File: src/rtl/approx_adder_arbiter.sv
// approx_adder_arbiter
//   Shares a single Approx_adder among N_REQ requesters. Requests are granted
//   round-robin, each operation runs IDLE -> EXEC -> RESP, and the registered
//   approximate result is returned with the exact result and requester ID.
//   Running error statistics characterise the adder build (APPROX_K).
//
// Ports
//   clk, rst              clock, asynchronous active-low reset
//   req_valid/req_ready   per-requester request handshake (ready is one-hot)
//   req_in1/req_in2       packed operands, requester i uses [i*W +: W]
//   req_add_sub           1 = in1 - in2, 0 = in1 + in2
//   res_valid/res_ready   result handshake
//   res_data/res_exact    approximate / exact result (W+1 bits)
//   res_id                index of the requester that issued the operation
//   stat_clear            synchronous clear of the statistics
//   stat_ops/stat_err_sum/stat_err_max   error statistics

// Approx_adder
//   W-bit add/subtract with a lower-part-OR approximation on the low APPROX_K
//   bits. APPROX_K = 0 gives the exact (NADA) adder.
//
// Ports
//   i_in1, i_in2   operands
//   i_add_sub      1 = subtract, 0 = add
//   o_res          W+1-bit result, modulo 2^(W+1)
module Approx_adder #(
  parameter int W        = 13,
  parameter int APPROX_K = 0
) (
  input  logic [W-1:0] i_in1,
  input  logic [W-1:0] i_in2,
  input  logic         i_add_sub,
  output logic [W:0]   o_res
);

  logic [W:0] w_a;
  logic [W:0] w_b;

  // Subtraction uses the inverted second operand; the +1 carry-in is only
  // honoured by the exact build.
  assign w_a = {1'b0, i_in1};
  assign w_b = i_add_sub ? ~{1'b0, i_in2} : {1'b0, i_in2};

  generate
    if (APPROX_K == 0) begin : g_exact
      assign o_res = w_a + w_b + {{W{1'b0}}, i_add_sub};
    end else begin : g_loa
      logic [APPROX_K-1:0] w_lo;
      logic [W-APPROX_K:0] w_hi;
      logic                w_carry;

      // Low bits are plain OR; the AND of their top bits stands in for the
      // carry into the exact upper adder.
      assign w_lo    = w_a[APPROX_K-1:0] | w_b[APPROX_K-1:0];
      assign w_carry = w_a[APPROX_K-1] & w_b[APPROX_K-1];
      assign w_hi    = w_a[W:APPROX_K] + w_b[W:APPROX_K] + {{(W-APPROX_K){1'b0}}, w_carry};
      assign o_res   = {w_hi, w_lo};
    end
  endgenerate

endmodule

// State table
//   state | meaning
//   IDLE  | waiting for a request; grants one round-robin and latches operands
//   EXEC  | adder evaluates latched operands; results and error registered
//   RESP  | res_valid high, result held until res_ready
module approx_adder_arbiter #(
  parameter int W        = 13,
  parameter int N_REQ    = 4,
  parameter int ID_W     = $clog2(N_REQ),
  parameter int CNT_W    = 24,
  parameter int ERR_W    = 32,
  parameter int APPROX_K = 0
) (
  input  logic                 clk,
  input  logic                 rst,
  input  logic [N_REQ-1:0]     req_valid,
  output logic [N_REQ-1:0]     req_ready,
  input  logic [N_REQ*W-1:0]   req_in1,
  input  logic [N_REQ*W-1:0]   req_in2,
  input  logic [N_REQ-1:0]     req_add_sub,
  output logic                 res_valid,
  input  logic                 res_ready,
  output logic [W:0]           res_data,
  output logic [W:0]           res_exact,
  output logic [ID_W-1:0]      res_id,
  input  logic                 stat_clear,
  output logic [CNT_W-1:0]     stat_ops,
  output logic [ERR_W-1:0]     stat_err_sum,
  output logic [W+1:0]         stat_err_max
);

  localparam logic [1:0] S_IDLE = 2'd0;
  localparam logic [1:0] S_EXEC = 2'd1;
  localparam logic [1:0] S_RESP = 2'd2;

  logic [1:0]       r_state;
  logic [ID_W-1:0]  r_last;
  logic [ID_W-1:0]  r_id;
  logic [W-1:0]     r_in1;
  logic [W-1:0]     r_in2;
  logic             r_add_sub;
  logic [W:0]       r_res_data;
  logic [W:0]       r_res_exact;
  logic [ID_W-1:0]  r_res_id;
  logic [W+1:0]     r_err;
  logic [CNT_W-1:0] r_ops;
  logic [ERR_W-1:0] r_err_sum;
  logic [W+1:0]     r_err_max;

  logic             w_gnt_found;
  logic [ID_W-1:0]  w_gnt_idx;
  logic [W:0]       w_adder_res;
  logic [W:0]       w_exact;
  logic [W+1:0]     w_diff;
  logic [W+1:0]     w_err;
  logic             w_hs;
  logic [ERR_W:0]   w_sum_ext;

  // Round-robin search starting one past the last grant.
  always_comb begin
    int v_pos;
    w_gnt_found = 1'b0;
    w_gnt_idx   = '0;
    v_pos       = 0;
    for (int j = 0; j < N_REQ; j++) begin
      v_pos = int'(r_last) + 1 + j;
      if (v_pos >= N_REQ) v_pos = v_pos - N_REQ;
      if (!w_gnt_found && req_valid[ID_W'(v_pos)]) begin
        w_gnt_found = 1'b1;
        w_gnt_idx   = ID_W'(v_pos);
      end
    end
  end

  // Gated with rst so nothing is accepted while reset is held.
  always_comb begin
    req_ready = '0;
    if (rst && r_state == S_IDLE && w_gnt_found) req_ready[w_gnt_idx] = 1'b1;
  end

  Approx_adder #(
    .W        (W),
    .APPROX_K (APPROX_K)
  ) u_adder (
    .i_in1     (r_in1),
    .i_in2     (r_in2),
    .i_add_sub (r_add_sub),
    .o_res     (w_adder_res)
  );

  assign w_exact = r_add_sub ? ({1'b0, r_in1} - {1'b0, r_in2})
                             : ({1'b0, r_in1} + {1'b0, r_in2});

  // Both results are treated as signed W+1-bit values; the magnitude of
  // their difference always fits W+2 bits unsigned.
  assign w_diff = {w_adder_res[W], w_adder_res} - {w_exact[W], w_exact};
  assign w_err  = w_diff[W+1] ? (~w_diff + (W+2)'(1)) : w_diff;

  assign w_hs      = (r_state == S_RESP) && res_ready;
  assign w_sum_ext = {1'b0, r_err_sum} + {{(ERR_W-W-1){1'b0}}, r_err};

  always_ff @(posedge clk or negedge rst) begin
    if (!rst) begin
      r_state     <= S_IDLE;
      r_last      <= ID_W'(N_REQ - 1);
      r_id        <= '0;
      r_in1       <= '0;
      r_in2       <= '0;
      r_add_sub   <= 1'b0;
      r_res_data  <= '0;
      r_res_exact <= '0;
      r_res_id    <= '0;
      r_err       <= '0;
    end else begin
      case (r_state)
        S_IDLE: begin
          if (w_gnt_found) begin
            r_in1     <= req_in1[w_gnt_idx*W +: W];
            r_in2     <= req_in2[w_gnt_idx*W +: W];
            r_add_sub <= req_add_sub[w_gnt_idx];
            r_last    <= w_gnt_idx;
            r_id      <= w_gnt_idx;
            r_state   <= S_EXEC;
          end
        end
        S_EXEC: begin
          r_res_data  <= w_adder_res;
          r_res_exact <= w_exact;
          r_err       <= w_err;
          r_res_id    <= r_id;
          r_state     <= S_RESP;
        end
        S_RESP: begin
          if (res_ready) r_state <= S_IDLE;
        end
        default: r_state <= S_IDLE;
      endcase
    end
  end

  // Clear takes precedence over a coincident handshake.
  always_ff @(posedge clk or negedge rst) begin
    if (!rst) begin
      r_ops     <= '0;
      r_err_sum <= '0;
      r_err_max <= '0;
    end else if (stat_clear) begin
      r_ops     <= '0;
      r_err_sum <= '0;
      r_err_max <= '0;
    end else if (w_hs) begin
      if (r_ops != '1) r_ops <= r_ops + 1'b1;
      r_err_sum <= w_sum_ext[ERR_W] ? '1 : w_sum_ext[ERR_W-1:0];
      if (r_err > r_err_max) r_err_max <= r_err;
    end
  end

  assign res_valid    = (r_state == S_RESP);
  assign res_data     = r_res_data;
  assign res_exact    = r_res_exact;
  assign res_id       = r_res_id;
  assign stat_ops     = r_ops;
  assign stat_err_sum = r_err_sum;
  assign stat_err_max = r_err_max;

endmodule

File: config.mk
export PLATFORM = sky130hd
export DESIGN_NAME = approx_adder_arbiter
export DESIGN_NICKNAME = d
export VERILOG_FILES = /design/src/rtl/approx_adder_arbiter.sv
export SDC_FILE = /design/constraint.sdc
export NUM_CORES = 1
export LEC_CHECK = 0
export ABC_AREA = 0
export CORE_UTILIZATION = 53
export DETAILED_ROUTE_END_ITERATION = 6
export GPL_ROUTABILITY_DRIVEN = 0
export HOLD_SLACK_MARGIN = 0.12
export PLACE_DENSITY = 0.82
export SYNTH_ARGS = -nofsm -noshare
export SYNTH_HDL_FRONTEND = slang
export SYNTH_HIERARCHICAL = 1
export SYNTH_SLANG_ARGS = --single-unit
File: constraint.sdc
create_clock -name clk -period 5.3 [get_ports clk]
set_clock_uncertainty 0.1 [all_clocks]
set_input_delay 0.795 -clock clk [delete_from_list [all_inputs] [get_ports clk]]
set_output_delay 0.795 -clock clk [all_outputs]
set_load 0.005 [all_outputs]
# == After elaboration in Yosys (flattened, before gate mapping) ==
# Cells that the tools add are included.
# word_totals
regBits,149
inputBits,116
output_inout_bits,106
elab_cells,112
# classes
n_addsub,16
mul,1
magnitude_cmp,11
n_eq_ne,5
shift,2
n_mux,44
bitwise,2
n_reduce_logical,18
# ops
cell,count
indexed part select 52 x 7 -> 13 bit,2
2-to-1 mux 32 bit,3
2-to-1 mux 24 bit,3
2-to-1 mux 15 bit,4
adder 32 x 15 -> 33 bit,1
2-to-1 mux 14 bit,2
adder 24 x 1 -> 24 bit (second input constant),1
!= test 24 bit (second input constant),1
2-to-1 mux 2 bit,10
< comparator 2 x 4 -> 1 bit (second input constant),4
adder 15 x 1 -> 15 bit (second input constant),1
greater-than comparator 15 bit,1
inverter 15 bit,1
subtractor 14 x 14 -> 15 bit,1
adder 13 x 13 -> 14 bit,1
adder 13 x 14 -> 14 bit,1
adder 14 x 1 -> 14 bit,1
2-to-1 mux 1 bit,14
inverter 13 -> 14 bit,1
subtractor 13 x 13 -> 14 bit,1
greater-or-equal comparator 4 x 3 -> 1 bit (second input constant),3
binary-select mux 1 bit (select 2 bit),5
adder 3 x 2 -> 4 bit (second input constant),2
AND reduction 2 bit,4
18 further kinds,31

# == Longest topological paths before layout ==
# Gate-level depths: netlist of run 1.
# logic_depth
word_depth,21
depth_mapped,24
depth_no_buf,24

# == Modules after synthesis ==
# Netlist of run 1, hierarchy kept.
# by_module_without_submodules
module,instances,cells_per_inst,area_per_inst_um2
approx_adder_arbiter,1,1177,9897.0
Approx_adder,1,99,789.5

# == Worst setup path after synthesis of run 1 ==
# Ideal clock, no wire load.
# synth_timing
kind,register -> register
from,reg r_in2[0]
to,reg r_err[9]
setup_ns,0.131
t_arrival_ns,4.384
path_slack_ns,0.685
stages_incl_launch_ff,24
path_buffers,0
synth_period_minus_slack_ns,4.615
path_cell_list,dfrtp_1 > inv_1 > ha_1 > nand2b_1 > or4_1 > nor2b_1 > xnor2_1 > ha_1 > a21o_1 > o32ai_2 > a21o_1 > nor2_1 > o21a_1 > nor2_1 > o21ai_0 > a21o_1 > a21oi_1 > xnor2_1 > ha_1 > or2b_1 > o31a_4 > a31oi_1 > xor2_1 > o21ai_1
# synth_between
elab_chain_len,8
word_cells_on_any_way,11
classes_between,6 x add/sub; 3 x mux; 2 x bitwise
# synth_lines
item,line,source
from (decl),102,logic [W-1:0] r_in2;
from (signal assigned),181,r_in2 <= req_in2[w_gnt_idx*W +: W];
inverter 13 -> 14 bit,42,"assign w_b = i_add_sub ? ~{1'b0, i_in2} : {1'b0, i_in2};"
2-to-1 mux 14 bit,42,
adder 13 x 14 -> 14 bit,46,"assign o_res = w_a + w_b + {{W{1'b0}}, i_add_sub};"
adder 14 x 1 -> 14 bit,46,
subtractor 14 x 14 -> 15 bit (*),158,"assign w_diff = {w_adder_res[W], w_adder_res} - {w_exact[W], w_exact};"
inverter 15 bit,159,assign w_err = w_diff[W+1] ? (~w_diff + (W+2)'(1)) : w_diff;
adder 15 x 1 -> 15 bit,159,
2-to-1 mux 15 bit (*),159,
to (signal assigned),191,r_err <= w_err;
to (decl),107,logic [W+1:0] r_err;
# Every way passes the cells marked *; elsewhere a longest branch is shown, timed or not.
# A chain may end at the register's enable or synchronous reset.

# == Final worst setup path of run 1 ==
# layout_timing
from,reg r_in2[1]
to,reg r_err[9]
# The elaborated chain is that of the path after synthesis.

==> results_tabular.tex, run 1 <==
\begin{tabular}{lr}
\hline
Metric & Value \\
\hline
\multicolumn{2}{l}{\textbf{Status}} \\
\quad Run status & finished, final reports clean \\
\multicolumn{2}{l}{\textbf{Routing}} \\
\quad Routed via count & 9747 \\
\quad WL final & 27000 µm \\
\quad 1st-iter DRT viols & 435 \\
\quad Detail-routed net length per standard cell & 15.4 µm \\
\quad Routed Antenna Nets & 0 \\
\quad Vias per std cell & $\sim$5.6 \\
\quad Post-detailed-route DRC marker count & 0 \\
\quad First-pass DRT Iterations & 5 \\
\multicolumn{2}{l}{\textbf{Timing}} \\
\quad Crit share post-route & 0.958 \\
\quad Fin Setup TNS & 0 ps \\
\quad Final setup margin & $\sim$220 ps \\
\quad Final setup viols & 0 \\
\quad Min Hold Slack & about 170 ps \\
\quad Actual slew at the worst max-slew pin & around 750 ps \\
\quad Worst-case headroom to the max-slew limit & 0.498 \\
\quad Hold Vio Cnt, Final & 0 \\
\quad F\_max & 197 MHz \\
\quad Count of pins over their slew limit & 0 \\
\quad Min cycle time layout & 5080 ps \\
\multicolumn{2}{l}{\textbf{Global routing}} \\
\quad Global-route wire length before repair & 44900 µm \\
\quad Number of antenna violations at the first check in global routing & 0 \\
\quad Global route total overflow & 0 \\
\quad Largest net degree at the start of global routing & 78 \\
\quad Overall routing resource usage & 0.274 \\
\quad Number of global-route vias before repair & 9561 \\
\multicolumn{2}{l}{\textbf{Worst setup path}} \\
\quad CP required & between 5000 and 6000 ps \\
\quad Delay of the slowest cell on the worst path & 420 ps \\
\quad Critical setup path kind & flop to flop \\
\quad Slowest stage cell on the critical path & sky130\_fd\_sc\_hd\_\_dfrtp\_1 \\
\quad CP most frequent cell & sky130\_fd\_sc\_hd\_\_a21o\_1 \\
\quad Crit-path max FO & 8 \\
\quad CP arrival & roughly 5300 ps \\
\quad Critical Path Sink Type & flop \\
\quad Cells traversed along the worst timing path & inv\_1 > ha\_2 > nand2b\_1 > or4\_1 > nor2b\_1 > xnor2\_1 > ha\_1 > a21o\_1 > o32ai\_2 > a21o\_1 > nor2\_1 > o21a\_1 > nor2\_1 > o21ai\_0 > a21o\_1 > a21oi\_2 > xnor2\_2 > ha\_1 > buf\_4 > or2b\_2 > o31a\_4 > a31oi\_4 > xor2\_1 > o21ai\_1 \\
\quad Element type at the critical path start & flop \\
\multicolumn{2}{l}{\textbf{Synth}} \\
\quad Primary flip-flop cell chosen by synthesis mapping & sky130\_fd\_sc\_hd\_\_dfrtp\_1 \\
\quad Share of synthesized area occupied by flip-flops and latches & 0.349 \\
\quad Number of synthesized register bits & 149 \\
\quad Post-synthesis net count & about 1500 \\
\quad Mapped Avg Cell Area & 8.37 µm² \\
\quad Number of enable flip-flop cells after synthesis & 0 \\
\quad Netlist cell types & between 80 and 90 \\
\quad FFs w/ async S/R, synth & 1.00 \\
\quad Synthesized area & 0.0107 mm² \\
\quad Number of synthesis warnings & 6 \\
\quad Syn Inst Count & 1276 \\
\multicolumn{2}{l}{\textbf{Floorplanning}} \\
\quad Starting utilization of the core area & 0.546 \\
\quad Die Outline Area & 0.0207 mm² \\
\quad Core Footprint & 0.0196 mm² \\
\quad \# IOs & 222 \\
\quad Floorplan die height & 144 µm \\
\quad Site row count & 51 \\
\quad Chip Width & $\sim$140 µm \\
\multicolumn{2}{l}{\textbf{Worst hold path}} \\
\quad Hold crit path type & primary input to asynchronous set/reset pin \\
\multicolumn{2}{l}{\textbf{Final layout}} \\
\quad Total of fill cells in the finished design & 1567 \\
\quad Area growth syn-to-layout & 28.8\% \\
\quad Number of nets in the layout & approximately 1700 \\
\quad Area used by multi-input combinational logic & 0.00664 mm² \\
\quad Sequential Area & 0.00373 mm² \\
\quad Non-filler cells in the finished layout & roughly 1800 \\
\quad Fraction of final layout cells sized beyond drive strength 1 & 0.0752 \\
\quad Diodes inserted & 0 \\
\multicolumn{2}{l}{\textbf{Clock network}} \\
\quad Maximum level of the CTS H-tree & 4 \\
\quad Number of hold buffers added after CTS & 0 \\
\quad Clock insertion delay at the later pin of the skew report & 430 ps \\
\quad TritonCTS buffer count & 17 \\
\quad TritonCTS clock tree & built \\
\quad Clock slew at the register clock pins of the worst setup and hold paths & 60 ps \\
\quad Clock root buffer master & sky130\_fd\_sc\_hd\_\_clkbuf\_16 \\
\quad Total number of clock tree sinks & 149 \\
\quad Maximum buffer depth of the clock tree & 2 \\
\multicolumn{2}{l}{\textbf{Place}} \\
\quad Number of placed instances with taps included & 1718 \\
\quad Minimum setup slack after placement & 177 ps \\
\quad HPWL after detailed placement & 20500 µm \\
\quad IO Port Bufs & 221 \\
\multicolumn{2}{l}{\textbf{Flow run}} \\
\quad Max-cap viol count & 0 \\
\hline
\end{tabular}
-- cells in the final DEF (no fill, tap or decap), types with 12 or more instances in the layout --
| master | count |
|---|---|
| sky130_fd_sc_hd__a21o_1 | 25 |
| sky130_fd_sc_hd__nand4_1 | 12 |
| sky130_fd_sc_hd__nand2_1 | 241 |
| sky130_fd_sc_hd__clkbuf_16 | 17 |
| sky130_fd_sc_hd__clkdlybuf4s50_1 | 219 |
| sky130_fd_sc_hd__buf_4 | 15 |
| sky130_fd_sc_hd__dfrtp_1 | 146 |
| sky130_fd_sc_hd__a21oi_1 | 34 |
| sky130_fd_sc_hd__ha_1 | 71 |
| sky130_fd_sc_hd__nand2b_1 | 13 |
| sky130_fd_sc_hd__nor3_1 | 25 |
| sky130_fd_sc_hd__mux2_2 | 15 |
| sky130_fd_sc_hd__xnor2_1 | 46 |
| sky130_fd_sc_hd__and3_1 | 15 |
| sky130_fd_sc_hd__nor2b_1 | 13 |
| sky130_fd_sc_hd__nand3_1 | 43 |
| sky130_fd_sc_hd__a31oi_1 | 21 |
| sky130_fd_sc_hd__mux2i_1 | 24 |
| sky130_fd_sc_hd__xor2_1 | 53 |
| sky130_fd_sc_hd__inv_1 | 50 |
| sky130_fd_sc_hd__and2_1 | 12 |
| sky130_fd_sc_hd__o21ai_0 | 106 |
| sky130_fd_sc_hd__o21ai_1 | 19 |
| sky130_fd_sc_hd__nor2_1 | 106 |
-- critical path, delay by kind of cell (launching register included) --
kind	cells	cell delay [ps]
AOI/OAI and AO/OA	10	1810
DFF	1	420
buffers and inverters	2	250
adders and majority gates	3	840
and+or+nand+nor	6	1090
xor gates and xnor gates	3	410
-- through the flow --
| step | utilization | area (µm²) |
|---|---|---|
| CTS | 0.697 | 13700 |
| global route | 0.703 | 13800 |
| floorplan | - | 10700 |
| detailed placement | 0.669 | 13100 |
| finish | 0.703 | 13800 |
| global placement | 0.669 | 13100 |
-- cells by family after synthesis --
logic type	count (synthesis)	share of synthesized area
adder cells (fa/ha/maj)	77	0.0928
XOR/XNOR	101	0.0828
flip-flops	149	0.349
buffers and inverters	106	0.0398
AND/OR/NAND/NOR	511	0.217
multiplexers	40	0.0397
AO/OA/AOI/OAI	292	0.179
-- cell type report --
| class | count | share of cell area |
|---|---|---|
| Multi-Input combinational cell | 1021 | 0.482 |
| Timing Repair Buffer | 236 | 0.169 |
| Sequential cell | 149 | 0.271 |
| Clock inverter | 7 | 0.00636 |
| Tap cell | 265 | 0.0241 |
| Inverter | 51 | 0.0139 |
| Clock buffer | 25 | 0.0338 |
-- registers in the layout, indices dropped and copies added (netlist names) --
| register | count |
|---|---|
| r_id | 2 |
| r_add_sub | 1 |
| res_exact | 14 |
| res_id | 2 |
| r_err | 15 |
| r_last | 2 |
| r_in1 | 13 |
| r_in2 | 13 |
| res_data | 14 |
| r_state | 2 |
| stat_err_sum | 32 |
| stat_err_max | 15 |
| stat_ops | 24 |
-- synth_stat cells, drive strengths merged (6+ instances only) --
master / count / area share
nand2b: 13 / 0.0076
a31oi: 25 / 0.015
inv: 51 / 0.018
a211oi: 12 / 0.0094
o21a: 12 / 0.0085
xor2: 53 / 0.043
nand4: 12 / 0.0070
buf: 8 / 0.0044
mux2i: 24 / 0.022
and3: 15 / 0.0088
clkbuf: 47 / 0.017
dfrtp: 147 / 0.34
and2: 12 / 0.0070
nor2: 106 / 0.037
ha: 72 / 0.084
a21oi: 38 / 0.018
mux2: 16 / 0.017
o31ai: 6 / 0.0069
o211ai: 6 / 0.0042
nor3: 30 / 0.015
a21o: 26 / 0.018
nor2b: 15 / 0.010
o21ai: 125 / 0.059
nand3: 43 / 0.020
xnor2: 48 / 0.039
o22ai: 6 / 0.0041
nand2: 242 / 0.085
-- timing repair --
| item | in CTS | in global routing |
|---|---|---|
| endpoints found under the setup margin | 0 | 14 |
| resized for setup | 0 | 14 |
| setup buffers | 0 | 4 |
-- layer usage --
layer  up-vias  global-route usage  share of wire
met1      4530               0.324           0.42
met2       314               0.484           0.49
met5         -                   0              0
met4         0               0.120          0.032
met3        62              0.0513          0.051
li1       4841                   -              -
-- worst paths after layout --
check	from	endpoint	slack [ps]	cells past startpoint
max in group asynchronous	rst	stat_err_max[11]$_DFFE_PN0P_	3860	2
min in group clk	r_id[1]$_DFFE_PN0P_	r_id[1]$_DFFE_PN0P_	370	1
max reg2reg	r_in2[1]$_DFFE_PN0P_	r_err[9]$_DFFE_PN0N_	220	24
max	r_in2[1]$_DFFE_PN0P_	r_err[9]$_DFFE_PN0N_	220	24
min	rst	stat_err_sum[26]$_DFFE_PN0P_	170	1
min reg2reg	r_id[1]$_DFFE_PN0P_	r_id[1]$_DFFE_PN0P_	370	1
Power of run 1 is left out: the tool's default activity adds up to more than one toggle a clock period on the data nets, which glitch-free logic cannot reach.
==> run 2: changes to the inputs <==
Settings changed: SETUP_SLACK_MARGIN from default to 0.1.
==> results_tabular.tex, run 2 (same netlist as run 1, synthesis figures left out) <==
\begin{tabular}{lr}
\hline
Metric & Value \\
\hline
\multicolumn{2}{l}{\textbf{Clock network}} \\
\quad TritonCTS clock tree & built \\
\quad Maximum level of the CTS H-tree & 4 \\
\quad Maximum buffer depth of the clock tree & 2 \\
\quad Clock root buffer master & sky130\_fd\_sc\_hd\_\_clkbuf\_16 \\
\quad Total number of clock tree sinks & 149 \\
\quad TritonCTS buffer count & 17 \\
\quad Clock insertion delay at the later pin of the skew report & 430 ps \\
\quad Clock slew at the register clock pins of the worst setup and hold paths & 60 ps \\
\multicolumn{2}{l}{\textbf{Routing}} \\
\quad Routed via count & 9807 \\
\quad WL final & 27300 µm \\
\quad Vias per std cell & 5.58 \\
\quad 1st-iter DRT viols & 424 \\
\quad Routed Antenna Nets & 0 \\
\quad Detail-routed net length per standard cell & 15.5 µm \\
\quad Post-detailed-route DRC marker count & 0 \\
\quad First-pass DRT Iterations & 5 \\
\multicolumn{2}{l}{\textbf{Worst setup path}} \\
\quad Internal reg-to-reg setup slack & 280 ps \\
\quad Element type at the critical path start & flop \\
\quad Critical setup path kind & flop to flop \\
\quad Endpoint of the lowest-slack register-to-register path & r\_err[9]\$\_DFFE\_PN0N\_ \\
\quad Reg2Reg Launch Point & r\_in2[0]\$\_DFFE\_PN0P\_ \\
\quad CP arrival & a little over 5000 ps \\
\quad CP required & 5480 ps \\
\quad Crit-path max FO & 8 \\
\quad Number of cells on the worst reg-to-reg path & 23 \\
\quad Critical Path Sink Type & flop \\
\multicolumn{2}{l}{\textbf{Final layout}} \\
\quad Diodes inserted & 0 \\
\quad Max FFs per register & 32 \\
\quad Fraction of final layout cells sized beyond drive strength 1 & 0.0825 \\
\quad Area growth syn-to-layout & 29.6\% \\
\quad Total of fill cells in the finished design & 1555 \\
\quad Number of nets in the layout & 1670 \\
\quad Commonest non-fill, non-tap cell in the layout & sky130\_fd\_sc\_hd\_\_nand2\_1 \\
\quad Most frequent cells in the layout & sky130\_fd\_sc\_hd\_\_nand2\_1 (241), sky130\_fd\_sc\_hd\_\_clkdlybuf4s50\_1 (219), sky130\_fd\_sc\_hd\_\_dfrtp\_1 (146) \\
\quad Layout Cell Area excl Fill & 0.0138 mm² \\
\multicolumn{2}{l}{\textbf{Place}} \\
\quad IO Port Bufs & 221 \\
\quad HPWL after detailed placement & 20500 µm \\
\quad Placed inst area & 0.0131 mm² \\
\multicolumn{2}{l}{\textbf{Flow run}} \\
\quad Max-cap viol count & 0 \\
\multicolumn{2}{l}{\textbf{Status}} \\
\quad Run status & finished, final reports clean \\
\multicolumn{2}{l}{\textbf{Timing}} \\
\quad Crit share post-route & 0.946 \\
\quad F\_max & 199 MHz \\
\quad Hold Vio Cnt, Final & 0 \\
\quad Count of pins over their slew limit & 0 \\
\quad Worst-case headroom to the max-slew limit & 0.492 \\
\quad Final setup viols & 0 \\
\quad Actual slew at the worst max-slew pin & 761 ps \\
\quad Min cycle time layout & 5020 ps \\
\multicolumn{2}{l}{\textbf{Global routing}} \\
\quad Overall routing resource usage & 0.274 \\
\quad Global route total overflow & 0 \\
\quad Largest net degree at the start of global routing & 78 \\
\quad Global-route wire length before repair & 44900 µm \\
\quad Number of global-route vias before repair & 9561 \\
\quad Number of antenna violations at the first check in global routing & 0 \\
\multicolumn{2}{l}{\textbf{Floorplanning}} \\
\quad Site row count & 51 \\
\quad Starting utilization of the core area & 0.546 \\
\quad Core Footprint & between 0.015 and 0.02 mm² \\
\quad \# IOs & 222 \\
\quad Floorplan die height & between 100 and 150 µm \\
\quad Die Outline Area & 0.0207 mm² \\
\quad Chip Width & 144 µm \\
\multicolumn{2}{l}{\textbf{Worst hold path}} \\
\quad Hold crit path type & primary input to asynchronous set/reset pin \\
\hline
\end{tabular}
[run 2: changes by cell type in the layout (fill, tap and decap cells not counted), sizes merged]
cell	delta
buf	+2
[run 2: metrics by stage]
stage	setup TNS [ps]	hold WS [ps]	instances	worst slack [ps]	utilization
6_report	0	175	1756	284	0.707
5_1_grt	-44.3	193	1756	-44.3	0.707
4_1_cts	0	187	1750	147	0.697
3_5_place_dp	0	364	1718	177	0.669
3_3_place_gp	0	357	1718	330	0.669
2_1_floorplan	0	345	1276	685	-
[run 2: layout make-up]
cell class | count | area, µm² | area share
inverter | 51 | 191 | 0.0138
sequential | 149 | 3730 | 0.270
multi-input combinational | 1021 | 6700 | 0.484
timing repair buffer | 238 | 2340 | 0.169
tap | 265 | 332 | 0.0239
clock buffer | 25 | 465 | 0.0336
clock inverter | 7 | 87.6 | 0.00632
[run 2: per-layer routing]
| layer | vias up | track usage | part of all wire |
|---|---|---|---|
| met4 | 0 | 0.120 | 0.032 |
| met5 | - | 0 | 0 |
| met3 | 59 | 0.0513 | 0.056 |
| li1 | 4840 | - | - |
| met2 | 329 | 0.484 | 0.50 |
| met1 | 4579 | 0.324 | 0.41 |
[run 2: worst max path at each step]
stage	startpoint	to	slack, ps	cells after the start
6_report	r_in2[0]$_DFFE_PN0P_	r_err[9]$_DFFE_PN0N_	280	23
5_1_grt	r_in2[0]$_DFFE_PN0P_	r_err[9]$_DFFE_PN0N_	-40	22
4_1_cts	r_in2[0]$_DFFE_PN0P_	r_err[8]$_DFFE_PN0N_	150	23
3_5_place_dp	r_in2[0]$_DFFE_PN0P_	r_err[8]$_DFFE_PN0N_	180	23
3_3_place_gp	r_in2[0]$_DFFE_PN0P_	r_err[8]$_DFFE_PN0N_	330	23
2_1_floorplan	r_in2[0]$_DFFE_PN0P_	r_err[9]$_DFFE_PN0N_	680	23
[run 2: critical path, cell delays in order (launching register included)]
cell and delay (ps):
sky130_fd_sc_hd__dfrtp_2 450, sky130_fd_sc_hd__inv_2 100, sky130_fd_sc_hd__ha_4 150, sky130_fd_sc_hd__nand2b_4 50
sky130_fd_sc_hd__or4_1 400, sky130_fd_sc_hd__nor2b_1 150, sky130_fd_sc_hd__xnor2_1 130, sky130_fd_sc_hd__ha_1 340
sky130_fd_sc_hd__a21o_1 230, sky130_fd_sc_hd__o32ai_2 300, sky130_fd_sc_hd__a21o_1 210, sky130_fd_sc_hd__nor2_1 60
sky130_fd_sc_hd__o21a_1 170, sky130_fd_sc_hd__nor2_1 80, sky130_fd_sc_hd__o21ai_1 100, sky130_fd_sc_hd__a21o_1 200
sky130_fd_sc_hd__a21oi_2 160, sky130_fd_sc_hd__xnor2_2 90, sky130_fd_sc_hd__ha_1 330, sky130_fd_sc_hd__or2b_1 290
sky130_fd_sc_hd__o31a_4 360, sky130_fd_sc_hd__a31oi_4 170, sky130_fd_sc_hd__xor2_1 180, sky130_fd_sc_hd__o21ai_1 80
[run 2: repair_timing]
action / in CTS / in global routing
resized for setup: 0 / 27
setup endpoints to repair: 0 / 14
buffers inserted: 0 / 6
hold buffers: 0 / 0
Power of run 2 is left out for the same reason.
==> run 3: changes to the inputs <==
Settings changed: CORE_MARGIN from default to 2.
==> results_tabular.tex, run 3 (same netlist as run 1, synthesis figures left out) <==
\begin{tabular}{lr}
\hline
Metric & Value \\
\hline
\multicolumn{2}{l}{\textbf{Clock network}} \\
\quad TritonCTS clock tree & built \\
\quad Clock insertion delay at the later pin of the skew report & roughly 420 ps \\
\quad Total number of clock tree sinks & 149 \\
\quad TritonCTS buffer count & 17 \\
\quad Clock slew at the register clock pins of the worst setup and hold paths & 60 ps \\
\quad Maximum level of the CTS H-tree & 4 \\
\quad Clock root buffer master & sky130\_fd\_sc\_hd\_\_clkbuf\_16 \\
\quad Maximum buffer depth of the clock tree & 2 \\
\multicolumn{2}{l}{\textbf{Routing}} \\
\quad First-pass DRT Iterations & 5 \\
\quad Routed via count & 9766 \\
\quad Detail-routed net length per standard cell & around 16 µm \\
\quad Vias per std cell & around 5.6 \\
\quad WL final & roughly 27000 µm \\
\quad Routed Antenna Nets & 0 \\
\quad Post-detailed-route DRC marker count & 0 \\
\quad 1st-iter DRT viols & 445 \\
\multicolumn{2}{l}{\textbf{Worst hold path}} \\
\quad Worst Hold Path EP & res\_exact[9]\$\_DFFE\_PN0N\_ \\
\quad Hold Path Origin & res\_exact[9]\$\_DFFE\_PN0N\_ \\
\quad Hold depth & 2 \\
\quad Hold crit path type & flop to flop \\
\multicolumn{2}{l}{\textbf{Worst setup path}} \\
\quad Slowest stage cell on the critical path & sky130\_fd\_sc\_hd\_\_dfrtp\_2 \\
\quad Critical Path Sink Type & flop \\
\quad Delay of the slowest cell on the worst path & 430 ps \\
\quad Internal reg-to-reg setup slack & 280 ps \\
\quad Number of cells on the worst reg-to-reg path & 23 \\
\quad Critical setup path kind & flop to flop \\
\quad Family of cells with the greatest summed delay on the critical path & compound AO/OA/AOI/OAI gates \\
\quad CP arrival & 5190 ps \\
\quad Element type at the critical path start & flop \\
\quad CP most frequent cell & sky130\_fd\_sc\_hd\_\_a21o\_1 \\
\quad Cells traversed along the worst timing path & inv\_2 > ha\_4 > nand2b\_1 > or4\_4 > nor2b\_4 > xnor2\_1 > ha\_1 > a21o\_1 > o32ai\_2 > a21o\_1 > nor2\_1 > o21a\_1 > nor2\_2 > o21ai\_2 > a21o\_1 > a21oi\_2 > xnor2\_2 > ha\_1 > or2b\_1 > o31ai\_4 > nand2\_1 > xor2\_1 > o21ai\_1 \\
\quad Crit path buffers/inverters & 1 \\
\quad CP required & around 5500 ps \\
\quad Reg2Reg Launch Point & r\_in2[0]\$\_DFFE\_PN0P\_ \\
\quad Crit-path max FO & 7 \\
\quad Endpoint of the lowest-slack register-to-register path & r\_err[5]\$\_DFFE\_PN0N\_ \\
\multicolumn{2}{l}{\textbf{Place}} \\
\quad IO Port Bufs & 221 \\
\quad HPWL after detailed placement & 20700 µm \\
\multicolumn{2}{l}{\textbf{Status}} \\
\quad Run status & finished, final reports clean \\
\multicolumn{2}{l}{\textbf{Final layout}} \\
\quad Area used by multi-input combinational logic & 0.00668 mm² \\
\quad Most frequent cells in the layout & sky130\_fd\_sc\_hd\_\_nand2\_1 (241), sky130\_fd\_sc\_hd\_\_clkdlybuf4s50\_1 (219), sky130\_fd\_sc\_hd\_\_dfrtp\_1 (146) \\
\quad Sequential Area & 0.00373 mm² \\
\quad Total of fill cells in the finished design & $\sim$1600 \\
\quad Area growth syn-to-layout & 30.3\% \\
\quad Number of nets in the layout & 1671 \\
\quad Fraction of final layout cells sized beyond drive strength 1 & 0.0845 \\
\quad Commonest non-fill, non-tap cell in the layout & sky130\_fd\_sc\_hd\_\_nand2\_1 \\
\quad Max FFs per register & 32 \\
\quad Diodes inserted & 0 \\
\multicolumn{2}{l}{\textbf{Timing}} \\
\quad Count of pins over their slew limit & 0 \\
\quad F\_max & 199 MHz \\
\quad Final setup viols & 0 \\
\quad Fin Setup TNS & 0 ps \\
\quad Actual slew at the worst max-slew pin & 851 ps \\
\quad Hold Vio Cnt, Final & 0 \\
\quad Worst-case headroom to the max-slew limit & 0.433 \\
\quad Crit share post-route & 0.947 \\
\quad Min cycle time layout & about 5000 ps \\
\quad RSZ-0062 raised after global routing & false \\
\multicolumn{2}{l}{\textbf{Global routing}} \\
\quad Largest net degree at the start of global routing & 78 \\
\quad Number of global-route vias before repair & 9476 \\
\quad Global-route wire length before repair & about 45000 µm \\
\quad Number of antenna violations at the first check in global routing & 0 \\
\quad Overall routing resource usage & 0.255 \\
\quad Global route total overflow & 0 \\
\multicolumn{2}{l}{\textbf{Floorplanning}} \\
\quad Core Footprint & about 0.020 mm² \\
\quad Starting utilization of the core area & 0.544 \\
\quad \# IOs & 222 \\
\quad Floorplan die height & 146 µm \\
\quad Die Outline Area & 0.0213 mm² \\
\quad Site row count & 51 \\
\quad Chip Width & 146 µm \\
\multicolumn{2}{l}{\textbf{Flow run}} \\
\quad Max-cap viol count & 0 \\
\hline
\end{tabular}
-- run 3: cell count changes in the layout (fill, tap and decap cells not counted), moves of 2 or more --
cell / delta
sky130_fd_sc_hd__clkbuf_1: -5
sky130_fd_sc_hd__a21oi_2: -2
sky130_fd_sc_hd__bufinv_16: +3
sky130_fd_sc_hd__xnor2_1: +2
sky130_fd_sc_hd__a21oi_1: +2
sky130_fd_sc_hd__clkinv_2: -2
sky130_fd_sc_hd__clkinv_4: +2
-- run 3: worst min-delay path: cells and delay by family, from the launching register on --
| kind | cells | cell delay (ps) |
|---|---|---|
| flip-flops | 1 | 340 |
| AO/OA/AOI/OAI | 1 | 60 |
| AND/OR/NAND/NOR | 1 | 50 |
-- run 3: stage by stage --
| stage | setup WS [ps] | cell area (µm²) | hold WS [ps] | utilization | instances |
|---|---|---|---|---|---|
| finish | 283 | 13900 | 378 | 0.708 | 1757 |
| global route | 30.4 | 13900 | 411 | 0.708 | 1757 |
| CTS | 135 | 13800 | 385 | 0.701 | 1751 |
| detailed placement | 155 | 13100 | 371 | 0.667 | 1718 |
| global placement | 315 | 13100 | 360 | 0.667 | 1718 |
| floorplan | 685 | 10700 | 345 | - | 1276 |
-- run 3: repair_timing --
item | CTS | global route
gates resized for setup | 1 | 23
endpoints found under the setup margin | 5 | 14
setup buffers | 0 | 6
hold buffers | 1 | 0
endpoints found under the hold margin | 17 | 0
pin swaps | 0 | 11
cloned | 0 | 0
-- run 3: layout make-up --
class,instances,area share
multi-input cells,1021,0.479
repair buffers,239,0.168
clock inverters,12,0.0145
flip-flops and latches,149,0.268
inverters,51,0.0137
clock buffers,20,0.0321
well taps,265,0.0238
-- run 3: how the worst max path moves through the flow --
| stage | from | endpoint | slack, ps | cells past startpoint |
|---|---|---|---|---|
| 6_report | r_in2[0]$_DFFE_PN0P_ | r_err[5]$_DFFE_PN0N_ | 280 | 23 |
| 3_5_place_dp | r_in2[0]$_DFFE_PN0P_ | r_err[5]$_DFFE_PN0N_ | 160 | 23 |
| 4_1_cts | r_in2[0]$_DFFE_PN0P_ | r_err[9]$_DFFE_PN0N_ | 130 | 23 |
| 5_1_grt | r_in2[0]$_DFFE_PN0P_ | r_err[9]$_DFFE_PN0N_ | 30 | 23 |
| 2_1_floorplan | r_in2[0]$_DFFE_PN0P_ | r_err[9]$_DFFE_PN0N_ | 680 | 23 |
| 3_3_place_gp | r_in2[0]$_DFFE_PN0P_ | r_err[8]$_DFFE_PN0N_ | 310 | 23 |
-- run 3: per-layer routing --
metal / share of wire / GRT usage
met1: 0.41 / 0.303
met2: 0.51 / 0.461
met3: 0.056 / 0.0511
met4: 0.028 / 0.0879
met5: 0 / 0
Power of run 3 is left out for the same reason.
